File: src/rtl/cic_rate_ctrl.sv
// cic_rate_ctrl: sequences rate changes for a CIC decimator (drain -> flush -> settle -> run).
// Define CIC_RATE_CTRL_STATS_EN to add the drop_cnt / flush_cnt statistics outputs.
module cic_rate_ctrl #(
    parameter int RMAX         = 64,
    parameter int N            = 2,
    parameter int DW           = 28,
    parameter int DEFAULT_RATE = 64,
    parameter int FLUSH_CYCLES = 2,
    parameter int DISCARD      = N
) (
    input  logic                      clk,
    input  logic                      rst_n,
    input  logic [$clog2(RMAX+1)-1:0] cfg_rate,
    input  logic                      cfg_rate_valid,
    output logic                      cfg_rate_ready,
    output logic                      dec_rst,
    output logic [$clog2(RMAX+1)-1:0] dec_rate,
    input  logic [DW-1:0]             dec_tdata,
    input  logic                      dec_tvalid,
    output logic                      dec_tready,
    output logic [DW-1:0]             m_tdata,
    output logic                      m_tvalid,
    input  logic                      m_tready,
    output logic                      locked
`ifdef CIC_RATE_CTRL_STATS_EN
    ,
    output logic [15:0]               drop_cnt,
    output logic [7:0]                flush_cnt
`endif
);

    localparam int RW  = $clog2(RMAX + 1);
    localparam int FCW = (FLUSH_CYCLES > 1) ? $clog2(FLUSH_CYCLES) : 1;
    localparam int DCW = (DISCARD > 0) ? $clog2(DISCARD + 1) : 1;

    localparam logic [FCW-1:0] FLUSH_LAST   = FCW'(FLUSH_CYCLES - 1);
    localparam logic [DCW-1:0] DISCARD_INIT = DCW'(DISCARD);
    localparam logic [DCW-1:0] DCNT_ONE     = DCW'(1);
    localparam logic [RW-1:0]  RATE_MAX     = RW'(RMAX);
    localparam logic [RW-1:0]  RATE_MIN     = RW'(1);
    localparam logic [RW-1:0]  RATE_DEF     = RW'(DEFAULT_RATE);

    typedef enum logic [1:0] {
        ST_FLUSH  = 2'd0,
        ST_SETTLE = 2'd1,
        ST_RUN    = 2'd2,
        ST_DRAIN  = 2'd3
    } state_t;

    state_t         state_q, state_d;
    logic [FCW-1:0] fcnt_q, fcnt_d;
    logic [DCW-1:0] dcnt_q, dcnt_d;
    logic [RW-1:0]  dec_rate_q, dec_rate_d;
    logic [RW-1:0]  pend_rate_q, pend_rate_d;
    logic [DW-1:0]  m_tdata_q, m_tdata_d;
    logic           m_tvalid_q, m_tvalid_d;

    logic           beat;
    logic           accept;
    logic           rate_diff;
    logic [RW-1:0]  req_clamped;

    assign beat      = dec_tvalid && dec_tready;
    assign accept    = cfg_rate_valid && cfg_rate_ready;
    assign rate_diff = (req_clamped != dec_rate_q);

    always_comb begin
        req_clamped = cfg_rate;
        if (cfg_rate == '0) begin
            req_clamped = RATE_MIN;
        end else if (cfg_rate > RATE_MAX) begin
            req_clamped = RATE_MAX;
        end
    end

    // State register
    always_ff @(posedge clk or negedge rst_n) begin
        if (!rst_n) begin
            state_q <= ST_FLUSH;
        end else begin
            state_q <= state_d;
        end
    end

    // Next-state logic; with DISCARD=0 the settle phase is skipped entirely
    always_comb begin
        state_d = state_q;
        unique case (state_q)
            ST_FLUSH: begin
                if (fcnt_q == FLUSH_LAST) begin
                    state_d = (DISCARD == 0) ? ST_RUN : ST_SETTLE;
                end
            end
            ST_SETTLE: begin
                if ((dcnt_q == '0) || (beat && (dcnt_q == DCNT_ONE))) begin
                    state_d = ST_RUN;
                end
            end
            ST_RUN: begin
                if (accept && rate_diff) begin
                    state_d = ST_DRAIN;
                end
            end
            ST_DRAIN: begin
                if (!m_tvalid_q) begin
                    state_d = ST_FLUSH;
                end
            end
            default: state_d = ST_FLUSH;
        endcase
    end

    // Output decode
    always_comb begin
        dec_rst        = 1'b0;
        dec_tready     = 1'b0;
        cfg_rate_ready = 1'b0;
        locked         = 1'b0;
        unique case (state_q)
            ST_FLUSH:  dec_rst = 1'b1;
            ST_SETTLE: dec_tready = 1'b1;
            ST_RUN: begin
                dec_tready     = !m_tvalid_q || m_tready;
                cfg_rate_ready = 1'b1;
                locked         = 1'b1;
            end
            default: ;
        endcase
    end

    // Counters, rate registers and the output stage
    always_comb begin
        fcnt_d      = fcnt_q;
        dcnt_d      = dcnt_q;
        dec_rate_d  = dec_rate_q;
        pend_rate_d = pend_rate_q;
        m_tdata_d   = m_tdata_q;
        m_tvalid_d  = m_tvalid_q;

        if (state_q == ST_FLUSH) begin
            fcnt_d = (fcnt_q == FLUSH_LAST) ? '0 : fcnt_q + 1'b1;
        end

        if ((state_q == ST_FLUSH) && (fcnt_q == FLUSH_LAST)) begin
            dcnt_d = DISCARD_INIT;
        end else if ((state_q == ST_SETTLE) && beat && (dcnt_q != '0)) begin
            dcnt_d = dcnt_q - 1'b1;
        end

        if ((state_q == ST_RUN) && accept && rate_diff) begin
            pend_rate_d = req_clamped;
        end

        // The new rate lands together with entry to FLUSH, so it only moves under dec_rst
        if ((state_q == ST_DRAIN) && !m_tvalid_q) begin
            dec_rate_d = pend_rate_q;
        end

        if (m_tvalid_q && m_tready) begin
            m_tvalid_d = 1'b0;
        end
        if ((state_q == ST_RUN) && beat) begin
            m_tvalid_d = 1'b1;
            m_tdata_d  = dec_tdata;
        end
    end

    always_ff @(posedge clk or negedge rst_n) begin
        if (!rst_n) begin
            fcnt_q      <= '0;
            dcnt_q      <= '0;
            dec_rate_q  <= RATE_DEF;
            pend_rate_q <= RATE_DEF;
            m_tdata_q   <= '0;
            m_tvalid_q  <= 1'b0;
        end else begin
            fcnt_q      <= fcnt_d;
            dcnt_q      <= dcnt_d;
            dec_rate_q  <= dec_rate_d;
            pend_rate_q <= pend_rate_d;
            m_tdata_q   <= m_tdata_d;
            m_tvalid_q  <= m_tvalid_d;
        end
    end

    assign dec_rate = dec_rate_q;
    assign m_tdata  = m_tdata_q;
    assign m_tvalid = m_tvalid_q;

`ifdef CIC_RATE_CTRL_STATS_EN
    logic [15:0] stat_drop_q, stat_drop_d;
    logic [7:0]  stat_flush_q, stat_flush_d;
    logic        rate_flush_q, rate_flush_d;

    // rate_flush marks a flush entered from DRAIN, which keeps the reset flush out of the count
    always_comb begin
        stat_drop_d  = stat_drop_q;
        stat_flush_d = stat_flush_q;
        rate_flush_d = rate_flush_q;
        if ((state_q == ST_SETTLE) && beat && (stat_drop_q != 16'hFFFF)) begin
            stat_drop_d = stat_drop_q + 16'd1;
        end
        if ((state_q == ST_DRAIN) && !m_tvalid_q) begin
            rate_flush_d = 1'b1;
        end
        if ((state_q == ST_FLUSH) && (fcnt_q == FLUSH_LAST)) begin
            rate_flush_d = 1'b0;
            if (rate_flush_q && (stat_flush_q != 8'hFF)) begin
                stat_flush_d = stat_flush_q + 8'd1;
            end
        end
    end

    always_ff @(posedge clk or negedge rst_n) begin
        if (!rst_n) begin
            stat_drop_q  <= '0;
            stat_flush_q <= '0;
            rate_flush_q <= 1'b0;
        end else begin
            stat_drop_q  <= stat_drop_d;
            stat_flush_q <= stat_flush_d;
            rate_flush_q <= rate_flush_d;
        end
    end

    assign drop_cnt  = stat_drop_q;
    assign flush_cnt = stat_flush_q;
`endif

endmodule

File: config.mk
export PLATFORM = sky130hd
export DESIGN_NAME = cic_rate_ctrl
export DESIGN_NICKNAME = d
export VERILOG_FILES = /design/src/rtl/cic_rate_ctrl.sv
export SDC_FILE = /design/constraint.sdc
export NUM_CORES = 1
export LEC_CHECK = 0
export ABC_AREA = 0
export BUFFER_PORTS_ARGS = -buffer_cell sky130_fd_sc_hd__buf_4
export CAP_MARGIN = 20
export CORE_MARGIN = 2
export CORE_UTILIZATION = 53
export DETAILED_ROUTE_END_ITERATION = 16
export PLACE_DENSITY_LB_ADDON = 0.12
export SETUP_SLACK_MARGIN = 0.02
export SYNTH_ARGS = -nofsm -noshare
export SYNTH_HDL_FRONTEND = slang
export SYNTH_SLANG_ARGS = --single-unit
File: constraint.sdc
create_clock -name clk -period 6.5 [get_ports clk]
set_input_delay 0.325 -clock clk [delete_from_list [all_inputs] [get_ports clk]]
set_output_delay 0.325 -clock clk [all_outputs]
set_load 0.1 [all_outputs]
==> impl_metrics.json <==
{
  "h-tree-depth": 2,
  "hold_buffers": 0,
  "fin_setup_tns_ns": 0,
  "grt_overflow": 0,
  "multi_input_area_um2": 905,
  "drt_iter0_drc": 72,
  "port_buffers": 79,
  "ys_seq_elements": 48,
  "wl_um": 4480,
  "start_kind": "flop",
  "grt_pass1_vias": 1532,
  "critPathArrivalTime_ns": 2.58,
  "reg2reg_depth": 8,
  "hold_viol_final": 0,
  "syn_nets": 208,
  "yosysWarnings": 0,
  "required_ns": 6.68,
  "clk_pin_slew_ns": 0.08,
  "fmax_ghz": 0.416,
  "maxCapViolCount": 0,
  "cts_tree": "done",
  "grt_pass1_wl_um": 6760,
  "cts_max_path_buffers": 2,
  "post_cts_buffers": 0,
  "hold_class": "in -> async",
  "nets": 288,
  "routedWlPerCell_um": 15.3,
  "final_max_slew_viol_count": 0,
  "vias": 1569,
  "grtUsageTotal": 0.201,
  "dp_hpwl_um": 3420,
  "final.min_clock_period_ns": 2.40,
  "syn_area_um2": 2180,
  "clkLatencyLatePin_ns": 0.29,
  "die_w_um": 68.1,
  "ctsRootBufferMaster": "clkbuf_8",
  "cts.sinks": 48,
  "start_util": 0.549,
  "drc": 0,
  "finalSetupViolCount": 0,
  "finClkSkew_ns": 0.00353,
  "diodes": 0,
  "worst_setup_path_end_kind": "flop",
  "core-area_um2": 3970,
  "viasPerCell": 5.35,
  "yosysSeqAreaShare": 0.552,
  "register_area_um2": 1200,
  "max_slew_margin": 0.559,
  "numCtsBuffers": 5,
  "layout-drive-gt1-share": 0.547,
  "ys_types": 37,
  "rsz0062_at_grt": "false",
  "crit_fanout": 4,
  "critical_path_class": "reg -> reg",
  "period_share": 0.370,
  "gp_congestion": 0.890,
  "ioPinCount": 80,
  "n_fill_cell": 302,
  "fp.dieArea_um2": 4640,
  "synthCells": 162,
  "post_cts_resized": 0,
  "fp.dieH_um": 68.1,
  "grt_max_degree": 49,
  "antenna_found_initial": 0,
  "run_status": "completed",
  "syn_area_per_cell_um2": 13.5,
  "dr.pass1.iters": 4,
  "tightest_slew_ns": 0.660,
  "ant_nets": 0,
  "syn_to_final_growth_pct": 32.5,
  "row_count": 23
}
## synthesized netlist by cell type
master    count  area, um2
a211o_1       1       8.76
a211oi_2      1       12.5
a21o_1        1       7.51
a21oi_1       3       15.0
a221o_1       1       10.0
a222oi_1      2       20.0
a22oi_1       1       7.51
a31oi_1       1       6.26
buf_1         1       3.75
buf_2         1       5.00
buf_4         1       7.51
buf_6         1       11.3
clkbuf_1      3       11.3
dfrtp_1      46       1150
dfstp_2       2       52.6
ha_1          6       75.1
inv_1         9       33.8
mux2_2       35        394
mux2_4        7        105
nand2_1       2       7.51
nand2b_1      2       12.5
nand3_1       3       15.0
nor2_1        9       33.8
nor2b_1       7       43.8
nor3_1        1       5.00
nor4b_1       1       8.76
o211a_1       2       20.0
o211ai_1      1       7.51
o21ai_0       2       10.0
o22a_1        1       8.76
o22ai_1       1       6.26
o311ai_0      1       8.76
o32a_1        1       10.0
or4_1         1       7.51
or4_4         1       11.3
xnor2_1       2       17.5
xor2_1        1       8.76
## cells by family after synthesis
group	share of synthesized area
adder cells (fa/ha/maj)	0.0344
multiplexers	0.229
AND/OR/NAND/NOR	0.0665
AO/OA/AOI/OAI	0.0729
buffers and inverters	0.0333
flip-flops	0.552
XOR/XNOR	0.0121
## critical path: stages (launching register included)
cell	delay, ns
dfrtp_1	0.39
inv_1	0.09
ha_1	0.33
nand3_1	0.08
a222oi_1	0.51
o311ai_0	0.25
o21ai_0	0.21
a31oi_1	0.10
mux2_2	0.33
## per-layer routing
layer  global-route usage  up-vias  routed length [um]
li1                     -      731                   -
met5                    0        -                   0
met2                0.345       68                2360
met3               0.0707        4                 386
met4               0.0825        0                  58
met1                0.226      766                1670
## sequential cells by signal, summed over array words and instances, names as in the netlist
signal,count
fcnt_q,1
m_tdata,28
dcnt_q,2
dec_rate,7
state_q,2
pend_rate_q,7
m_tvalid,1
## through the flow
stage	setup WS (ns)	util	area [um2]	hold WS, ns	instances
global route	3.92	0.728	2890	0.0559	293
global placement	4.02	0.706	2810	0.357	285
floorplan	2.44	-	2180	0.0294	162
finish	4.10	0.728	2890	0.0227	293
detailed placement	3.95	0.706	2810	0.368	285
CTS	4.11	0.728	2890	0.0428	293
## cell type report
type	count	share of cell area
flip-flops and latches	48	0.416
multi-input cells	98	0.313
repair buffers	80	0.208
clock buffers	6	0.0251
well taps	50	0.0216
inverters	9	0.0117
clock inverters	2	0.00433
## cells in the final DEF, fill, tap and decap left out, drive strengths merged
cell      Yosys  final
buf           4     80
nor2          9      9
o211ai        1      1
a21o          1      1
o22a          1      1
nand2b        2      2
dfstp         2      2
xnor2         2      2
dfrtp        46     46
a211o         1      1
nand3         3      3
o211a         2      2
a31oi         1      1
nor4b         1      1
nor2b         7      7
clkinv        0      1
nand2         2      2
a22oi         1      1
o32a          1      1
nor3          1      1
mux2         42     42
clkbuf        3      6
or4           2      2
o22ai         1      1
clkinvlp      0      1
o21ai         2      2
a222oi        2      2
ha            6      6
xor2          1      1
o311ai        1      1
a21oi         3      3
inv           9      9
a221o         1      1
a211oi        1      1
## path summary, 6_finish.rpt
check	startpoint	to	slack, ns
hold reg to reg	m_tdata[27]	m_tdata[27]	0.51
max in group asynchronous	rst_n	dec_rate[0]	6.10
min in group clk	dec_tdata[3]	m_tdata[3]	0.26
hold / removal	rst_n	dec_rate[2]	0.02
setup reg to reg	state_q[0]	state_q[1]	4.10
setup / recovery	state_q[0]	state_q[1]	4.10
Power is not shown: default switching activity piles up to over one toggle a cycle in this logic, so the estimate is an artifact.
